## config.mk

```make
export PLATFORM = sky130hd
export DESIGN_NAME = fft_dac_formatter
export DESIGN_NICKNAME = d
export VERILOG_FILES = /design/src/rtl/fft_dac_pkg.sv /design/src/rtl/fft_dac_scale_sat.sv /design/src/rtl/fft_dac_formatter.sv
export SDC_FILE = /design/constraint.sdc
export NUM_CORES = 1
export LEC_CHECK = 0
export ABC_AREA = 0
export CAP_MARGIN = 10
export CORE_MARGIN = 3
export CORE_UTILIZATION = 55
export DETAILED_ROUTE_END_ITERATION = 16
export DONT_BUFFER_PORTS = 1
export HOLD_SLACK_MARGIN = 0.08
export PLACE_DENSITY = 0.73
export SETUP_SLACK_MARGIN = 0.05
export SLEW_MARGIN = 20
export SYNTH_ARGS = -nofsm -noshare
export SYNTH_HDL_FRONTEND = slang
export SYNTH_SLANG_ARGS = --single-unit
```

## constraint.sdc

```tcl
create_clock -name clk -period 2.1 [get_ports clk]
set_input_delay 0 -clock clk [delete_from_list [all_inputs] [get_ports clk]]
set_output_delay 0 -clock clk [all_outputs]
set_load 0.01 [all_outputs]
```

## src/rtl/fft_dac_pkg.sv

```systemverilog
// Shared encodings and saturation helpers for the FFT-to-DAC formatter.
// The saturation bounds are derived from the DAC width so every user clips identically.
package fft_dac_pkg;

  typedef enum logic [1:0] {
    MODE_RE   = 2'd0,
    MODE_IM   = 2'd1,
    MODE_MAG  = 2'd2,
    MODE_RAMP = 2'd3
  } mode_e;

  localparam int SHIFT_W = 5;

  function automatic longint sat_hi(input int dac_width);
    return (64'sd1 <<< (dac_width - 1)) - 64'sd1;
  endfunction

  function automatic longint sat_lo(input int dac_width);
    return -(64'sd1 <<< (dac_width - 1));
  endfunction

endpackage

```

## src/rtl/fft_dac_scale_sat.sv

```systemverilog
// Arithmetic right shift followed by a clip to the signed DAC range.
// Purely combinational; the clip flag marks any sample that had to be limited.
module fft_dac_scale_sat
  import fft_dac_pkg::*;
#(
  parameter int CW        = 16,
  parameter int DAC_WIDTH = 14
) (
  input  logic [CW+1:0]        val,
  input  logic [SHIFT_W-1:0]   shift,
  output logic [DAC_WIDTH-1:0] dac,
  output logic                 clip
);

  // Compare in a width that holds both the shifted value and the DAC bounds.
  localparam int EW = (CW + 2 > DAC_WIDTH) ? CW + 2 : DAC_WIDTH;
  localparam logic signed [EW-1:0] HI = EW'(sat_hi(DAC_WIDTH));
  localparam logic signed [EW-1:0] LO = EW'(sat_lo(DAC_WIDTH));
  localparam logic [SHIFT_W-1:0] SHIFT_MAX = SHIFT_W'(CW);

  logic [SHIFT_W-1:0]   shift_eff_s;
  logic signed [CW+1:0] shifted_s;
  logic signed [EW-1:0] ext_s;

  // Clamp the shift, scale, then limit to the DAC range.
  always_comb begin
    if (shift > SHIFT_MAX) begin
      shift_eff_s = SHIFT_MAX;
    end else begin
      shift_eff_s = shift;
    end
    shifted_s = $signed(val) >>> shift_eff_s;
    ext_s     = EW'(shifted_s);
    if (ext_s > HI) begin
      dac  = HI[DAC_WIDTH-1:0];
      clip = 1'b1;
    end else if (ext_s < LO) begin
      dac  = LO[DAC_WIDTH-1:0];
      clip = 1'b1;
    end else begin
      dac  = ext_s[DAC_WIDTH-1:0];
      clip = 1'b0;
    end
  end

endmodule

```

## src/rtl/fft_dac_formatter.sv

```systemverilog
// FFT AXI-Stream to dual-lane DAC formatter: source select, scale/saturate,
// frame marker and lane packing behind a two-stage valid/ready pipeline.
module fft_dac_formatter
  import fft_dac_pkg::*;
#(
  parameter int CW           = 16,
  parameter int DAC_WIDTH    = 14,
  parameter int LANE_WIDTH   = 16,
  parameter int LANES        = 2,
  parameter int MARKER_VALUE = (32'sd1 <<< (DAC_WIDTH - 1)) - 32'sd1,
  parameter bit ZERO_IDLE    = 1'b0
) (
  input  logic                          clk,
  input  logic                          aresetn,
  input  logic [2*CW-1:0]               s_axis_tdata,
  input  logic                          s_axis_tvalid,
  output logic                          s_axis_tready,
  input  logic                          s_axis_tuser,
  input  logic                          s_axis_tlast,
  output logic [LANES*LANE_WIDTH-1:0]   m_axis_tdata,
  output logic                          m_axis_tvalid,
  input  logic                          m_axis_tready,
  output logic                          m_axis_tlast,
  input  logic [1:0]                    mode,
  input  logic [SHIFT_W-1:0]            shift,
  input  logic                          marker_en,
  output logic [15:0]                   sat_count
);

  localparam int VW = CW + 2;
  localparam logic [DAC_WIDTH-1:0] MARKER_DAC = DAC_WIDTH'(MARKER_VALUE);
  localparam logic [DAC_WIDTH-1:0] RAMP_ONE   = {{(DAC_WIDTH-1){1'b0}}, 1'b1};

  // |x| of a signed component, one bit wider so the most negative value does not wrap.
  function automatic logic [CW:0] abs_ext(input logic [CW-1:0] x);
    logic [CW:0] e;
    e = {x[CW-1], x};
    if (x[CW-1]) begin
      return ~e + {{CW{1'b0}}, 1'b1};
    end else begin
      return e;
    end
  endfunction

  logic [CW-1:0]        re_s;
  logic [CW-1:0]        im_s;
  logic [CW:0]          mag_s;
  logic [DAC_WIDTH-1:0] ramp_now_s;
  logic [VW-1:0]        src_s;
  logic                 in_fire_s;
  logic                 out_fire_s;
  logic                 load_s2_s;

  logic                 v1_r;
  logic [VW-1:0]        s1_val_r;
  logic [SHIFT_W-1:0]   s1_shift_r;
  logic                 s1_marker_r;
  logic                 s1_last_r;
  logic [DAC_WIDTH-1:0] ramp_r;
  logic                 clip_r;

  logic [DAC_WIDTH-1:0]  scaled_s;
  logic                  scaled_clip_s;
  logic [DAC_WIDTH-1:0]  s2_dac_s;
  logic                  s2_clip_s;
  logic [LANE_WIDTH-1:0] lane_s;

  assign re_s  = s_axis_tdata[CW-1:0];
  assign im_s  = s_axis_tdata[2*CW-1:CW];
  assign mag_s = abs_ext(re_s) + abs_ext(im_s);

  // A frame start restarts the ramp so that beat itself carries 0.
  assign ramp_now_s = s_axis_tuser ? {DAC_WIDTH{1'b0}} : ramp_r;

  assign s_axis_tready = aresetn & (~v1_r | ~m_axis_tvalid | m_axis_tready);
  assign in_fire_s     = s_axis_tvalid & s_axis_tready;
  assign load_s2_s     = ~m_axis_tvalid | m_axis_tready;
  assign out_fire_s    = m_axis_tvalid & m_axis_tready;

  // Source select for the incoming beat.
  always_comb begin
    src_s = {VW{1'b0}};
    case (mode_e'(mode))
      MODE_RE:   src_s = {{2{re_s[CW-1]}}, re_s};
      MODE_IM:   src_s = {{2{im_s[CW-1]}}, im_s};
      MODE_MAG:  src_s = {1'b0, mag_s};
      MODE_RAMP: src_s = VW'($signed(ramp_now_s));
      default:   src_s = {VW{1'b0}};
    endcase
  end

  // Stage 1: capture the selected source with its per-beat controls.
  always_ff @(posedge clk or negedge aresetn) begin
    if (!aresetn) begin
      v1_r        <= 1'b0;
      s1_val_r    <= {VW{1'b0}};
      s1_shift_r  <= {SHIFT_W{1'b0}};
      s1_marker_r <= 1'b0;
      s1_last_r   <= 1'b0;
    end else if (s_axis_tready) begin
      v1_r <= s_axis_tvalid;
      if (s_axis_tvalid) begin
        s1_val_r    <= src_s;
        s1_shift_r  <= shift;
        s1_marker_r <= s_axis_tuser & marker_en;
        s1_last_r   <= s_axis_tlast;
      end
    end
  end

  // Ramp advances on every accepted beat and wraps at the DAC range.
  always_ff @(posedge clk or negedge aresetn) begin
    if (!aresetn) begin
      ramp_r <= {DAC_WIDTH{1'b0}};
    end else if (in_fire_s) begin
      ramp_r <= ramp_now_s + RAMP_ONE;
    end
  end

  fft_dac_scale_sat #(
    .CW        (CW),
    .DAC_WIDTH (DAC_WIDTH)
  ) u_scale_sat (
    .val   (s1_val_r),
    .shift (s1_shift_r),
    .dac   (scaled_s),
    .clip  (scaled_clip_s)
  );

  // Marker beats bypass the scaled value and never count as clipped.
  always_comb begin
    if (s1_marker_r) begin
      s2_dac_s  = MARKER_DAC;
      s2_clip_s = 1'b0;
    end else begin
      s2_dac_s  = scaled_s;
      s2_clip_s = scaled_clip_s;
    end
  end

  assign lane_s = LANE_WIDTH'($signed(s2_dac_s));

  // Stage 2: output register, held stable while the sink stalls.
  always_ff @(posedge clk or negedge aresetn) begin
    if (!aresetn) begin
      m_axis_tvalid <= 1'b0;
      m_axis_tdata  <= {(LANES*LANE_WIDTH){1'b0}};
      m_axis_tlast  <= 1'b0;
      clip_r        <= 1'b0;
    end else if (load_s2_s) begin
      m_axis_tvalid <= v1_r;
      if (v1_r) begin
        m_axis_tdata <= {LANES{lane_s}};
        m_axis_tlast <= s1_last_r;
        clip_r       <= s2_clip_s;
      end else if (ZERO_IDLE) begin
        m_axis_tdata <= {(LANES*LANE_WIDTH){1'b0}};
      end
    end
  end

  // Count clipped beats as they leave, sticking at all-ones.
  always_ff @(posedge clk or negedge aresetn) begin
    if (!aresetn) begin
      sat_count <= 16'h0000;
    end else if (out_fire_s && clip_r && (sat_count != 16'hFFFF)) begin
      sat_count <= sat_count + 16'h0001;
    end
  end

endmodule

```

# Word level (Yosys, flattened, before mapping)
# Cells that the tools add are included.
# word_totals
reg_bits	89
inputBits	46
output_inout_bits	51
wordCells	51
# classes
add_sub_neg	5
order_cmp	3
n_eq_ne	4
n_shift	1
n_mux	11
n_bitwise	11
n_reduce_logical	5
# ops
op	n
18-bit case mux with 4 select lines	1
14-bit two-way mux	4
17-bit by 1-bit adder with 17-bit output, second input constant	2
17-bit two-way mux	2
17-bit NOT	2
18-bit by 14-bit greater-than comparator with 1-bit output, second input constant	1
18-bit by 14-bit less-than comparator with 1-bit output, second input constant	1
18-bit by 5-bit >>> shifter with 18-bit output	1
17-bit adder	1
16-bit by 1-bit adder with 16-bit output, second input constant	1
16-bit != test, second input constant	1
14-bit by 1-bit adder with 14-bit output, second input constant	1
5-bit greater-than comparator, second input constant	1
5-bit two-way mux	1
1-bit AND	4
2-bit == test, second input constant	2
2-bit AND reduction	2
1-bit two-way mux	3
1-bit bitwise OR	3
2-bit by 1-bit == test with 1-bit output, second input constant	1
1-bit logical AND	2
2-bit zero test	1
1-bit NOT	2

# Longest topological paths before layout
# depth
depth_word	7
depth_mapped	15
mapped_depth_nobuf	15

# Modules after synthesis
# A second synthesis with hierarchy kept.
# unflattened
hier_cells	753
area_unflattened_um2	6172.2
# modules_own_cells
mod	instances	cells_per_inst	area_per_inst_um2	seq_area_each_um2
fft_dac_formatter	1	585	5026.1	1826.8
fft_dac_scale_sat	1	168	1146.1	0.0

# Worst setup path after synthesis
# Ideal clock, no wire load.
# synth_timing
kind	input port to flip-flop
from	input s_axis_tdata[1]
to	register s1_val_r[13]
setup_ns	0.132
t_arrival_ns	2.654
required_time_ns	1.968
slack_ns	-0.686
path_stages	15
path_buffers	0
cell_sequence	inv_1 ha_1 nand2_1 or3_1 or2_2 o41ai_1 xnor2_1 ha_1 a21oi_1 o21ai_0 nor2_1 o21ai_0 mux2i_1 a2111oi_0 nor2_1
# synth_between
elab_chain_len	5
# synth_rtl
item	line	source
from (decl)	fft_dac_formatter.sv:15	input logic [2*CW-1:0] s_axis_tdata,
17-bit NOT	fft_dac_formatter.sv:39	return ~e + {{CW{1'b0}}, 1'b1};
17-bit by 1-bit adder with 17-bit output	fft_dac_formatter.sv:39	
17-bit two-way mux *	fft_dac_formatter.sv:38	if (x[CW-1]) begin
17-bit adder *	fft_dac_formatter.sv:70	assign mag_s = abs_ext(re_s) + abs_ext(im_s);
18-bit case mux with 4 select lines *	fft_dac_formatter.sv:83	case (mode_e'(mode))
to (signal assigned)	fft_dac_formatter.sv:96	s1_val_r <= {VW{1'b0}};
to (signal assigned)	fft_dac_formatter.sv:103	s1_val_r <= src_s;
to (decl)	fft_dac_formatter.sv:55	logic [VW-1:0] s1_val_r;
# Mark *: on every way between the ends. The rest lies on a longest branch, timed or not.
# A chain may end at the register's enable or synchronous reset.

# Worst setup path after layout
# layout_timing
from	input s_axis_tdata[0]
to	register s1_val_r[14]
# The elaborated chain is that of the path after synthesis.

==> results.toml <==
[timing]
final.min_clock_period_ns = 2.36
setup_viol_count_final = 20
clock_skew_ns = 0.0149
rsz0062_at_grt = "true"
maxSlewHeadroom_pct = 44.0
slew_violations = 0
final-hold-violation-count = 0
tightestPinTransition_ns = 0.840
finalSetupTns_ns = -2.64
post-route-period-util_pct = 112
setup_ws_ns = -0.255
fmax_ghz = 0.425

[route]
ant_nets = 0
top_layer = "met4"
drt-total-wl_um = 17400
drt-met1-wl_um = 7250
via_per_inst = 5.92
met3WireLength_um = 985
num_vias = 5652
drt_iter0_drc = 391
routed-wl-met2_um = 8700
drcViolationCount = 0
wl_per_cell_um = 18.3
dr.pass1.iters = 5

[floorplanning]
chipWidth_um = 110
fp.dieArea_mm2 = 0.0120
core_mm2 = 0.0104
rows = 37
die_h_um = 110
start_util_pct = 56.9
io_pins = 97

[clock_network]
h-tree-depth = 3
cts_sinks = 73
cts_tree = "done"
cts.path.max_buffers = 2
cts-root-buf = "clkbuf_8"
cts_inserted_buffers = 9
clock_latency_ns = 0.36
clkTransAtPathRegs_ns = 0.08

[worst_setup_path]
startpoint = "s_axis_tdata[0]"
worst_setup_path_end_kind = "flop"
max_stage_delay_ns = 0.33
r2r_cells = 9
critical_path_class = "input port to flop"
path_cells = "inv_12 > ha_4 > nand2_2 > or3_1 > or2_4 > nand2b_1 > o21ai_1 > xnor2_1 > ha_1 > buf_4 > o21ai_0 > a21oi_2 > or3_1 > nand3_1 > a31oi_1"
cp-start-kind = "input port"
r2r_slack_ns = -0.17
worstPathArrival_ns = 2.57
worstReg2RegEnd = "m_axis_tdata[24]"
cpMaxStageDelayCell = "or3_1"
crit_buf_inv = 2
crit_fanout = 4
r2r-start = "s1_shift_r[0]"
worst-endpoint-required_ns = 2.31
crit_family = "simple AND/OR/NAND/NOR gates"
cp_common_cell = "or3_1"

[job]
maxCapViolCount = 0

[power_and_ir_drop]
internal-power_uw = 3640
ir_worst_vdd_mv = 0.489
p_seq_share_pct = 35.4
leakagePower_uw = 0.00336
power_uw = 6090
pwr-share-comb_pct = 46.2
sw_frac_of_total_pct = 40.1
p_sw_uw = 2440
p_clk_share_pct = 18.4
cellPowerDensity_mw_per_mm2 = 785

[min_path]
min_from = "mode[0]"
min_path_type = "input port to flop"
holdPathEnd = "s1_val_r[4]"
hold_depth = 3

[placed_design]
portBuffers = 0
dpl.hpwl_um = 11500
place.gp.congestion = 0.886
dpl_cell_area_mm2 = 0.00652
dp_cells = 876

[final_layout]
drive_gt1_share_pct = 27.0
insertedDiodeCount = 0
postLayoutCellArea_mm2 = 0.00776
final_core_util_pct = 74.8
final_nets = 880
instances_no_fill = 954
area_growth_pct = 31.4

[logic_synthesis]
synth_cell_types = 67
yosysSeqAreaShare_pct = 30.9
syn_area_mm2 = 0.00591
syn_inst = 716
synth_edf_count = 0
yosysWarnings = 0
syn_avg_cell_area_um2 = 8.25
synth_seq_cells = 73
synth_flop_cell = "dfrtp_1"
syn_nets = 783
async_reset_ff_share_pct = 100

[grt]
gr-total-overflow = 0
antenna_found_initial = 0
grt_start_max_net_pins = 76
track_usage_pct = 28.4
grt_pass1_wl_um = 27200
grt_pass1_vias = 5661

[run_status]
status = "finished, violations left"
violations = "negative setup slack"
## power by group through the flow
| stage | Combinational [uW] | Sequential (uW) | Clock (uW) |
|---|---|---|---|
| 2_1_floorplan | 1860 | 2020 | 0 |
| 3_3_place_gp | 2190 | 2150 | 0 |
| 3_5_place_dp | 2240 | 2180 | 0 |
| 4_1_cts | 2550 | 2160 | 1140 |
| 5_1_grt | 3070 | 2230 | 1210 |
| 6_report | 2810 | 2160 | 1120 |
## layer usage
metal,up-vias,global-route usage [%]
met5,-,0
met4,0,11.1
met3,51,5.34
met2,198,48.2
met1,2668,35.5
li1,2735,-
## what timing repair did
item | CTS | global route
hold buffers | 39 | 7
buffers inserted | 12 | 6
pin swaps | 27 | 30
gates resized for setup | 41 | 62
setup endpoints to repair | 22 | 35
hold endpoints to repair | 115 | 8
## per-stage QoR
stage          hold slack [ns]  worst slack, ns
6_report                0.0506           -0.255
5_1_grt                  0.108           -0.403
4_1_cts                 -0.148           -0.230
3_5_place_dp            -0.293           -0.620
3_3_place_gp            -0.293           -0.556
2_1_floorplan           -0.296           -0.441
## worst max path at each step
stage                        end  slack [ns]  cells after the start
CTS                 s1_val_r[12]       -0.23                     15
detailed placement  s1_val_r[14]       -0.62                     15
finish              s1_val_r[14]       -0.26                     15
global placement    s1_val_r[13]       -0.56                     14
global route        s1_val_r[12]       -0.40                     15
floorplan           s1_val_r[14]       -0.44                     15
## registers in the layout (all words and copies together), names as in the netlist
name and count:
ramp_r 14, m_axis_tvalid 1, s1_val_r 18, clip_r 1
m_axis_tdata 14, sat_count 16, s1_last_r 1, m_axis_tlast 1
s1_marker_r 1, s1_shift_r 5, v1_r 1
## cells by family (layout without fill, tap and decap cells)
logic type / count (synthesis) / after routing / share of synthesized area (%)
adder cells (fa/ha/maj): 21 / 21 / 4.58
AO/OA/AOI/OAI: 175 / 175 / 18.7
buffers and inverters: 73 / 175 / 6.33
AND/OR/NAND/NOR: 265 / 265 / 21.3
multiplexers: 55 / 55 / 10.1
XOR/XNOR: 54 / 54 / 8.01
flip-flops: 73 / 73 / 30.9
## worst min-delay path, delay by kind of cell
family	cells	cell delay, ns
compound gates	3	0.36
## cell usage after synthesis, drive strengths merged (2+ instances only)
cell type	count	share of area, %
mux2i	46	7.8
or4	4	0.51
xor2	7	1.0
and3	8	0.85
nor2	58	3.7
nor4b	3	0.44
o21ai	65	5.6
nor4	4	0.68
o31ai	12	1.5
nor2b	7	0.74
clkbuf	25	1.6
o41ai	3	0.76
nand3	25	2.1
o221ai	3	0.44
a21o	2	0.25
xnor2	47	7.0
a2111oi	3	0.55
o21a	3	0.38
or2	3	0.32
a21oi	46	3.9
mux2	6	1.2
o211ai	4	0.51
nand2	99	6.3
and2	4	0.42
inv	18	1.1
dfrtp	73	31
a22oi	5	0.72
nor3	23	2.0
a221o	2	0.34
buf	30	3.6
a31oi	3	0.32
a211oi	3	0.38
nand4	5	0.53
a22o	6	0.89
nand2b	8	1.0
or3	11	1.2
mux4	3	1.1
a21boi	4	0.51
ha	20	4.2
## final cells by class
type	instances	area, um^2
tap	136	170
timing repair buffer	141	1230
multi-input combinational	570	4200
clock inverter	6	67.6
clock buffer	10	128
inverter	18	126
sequential	73	1830
fill	728	2610
## cell usage in the layout (no fill, tap or decap), types with 16 or more instances in the layout
cell type      instances
a21oi_1               31
buf_4                 89
dfrtp_1               71
dlygate4sd3_1         43
ha_1                  16
mux2i_1               43
nand2_1               95
nand3_1               23
nor2_1                47
o21ai_0               48
xnor2_1               43
No activity file was read; power rests on OpenSTA's default activity.
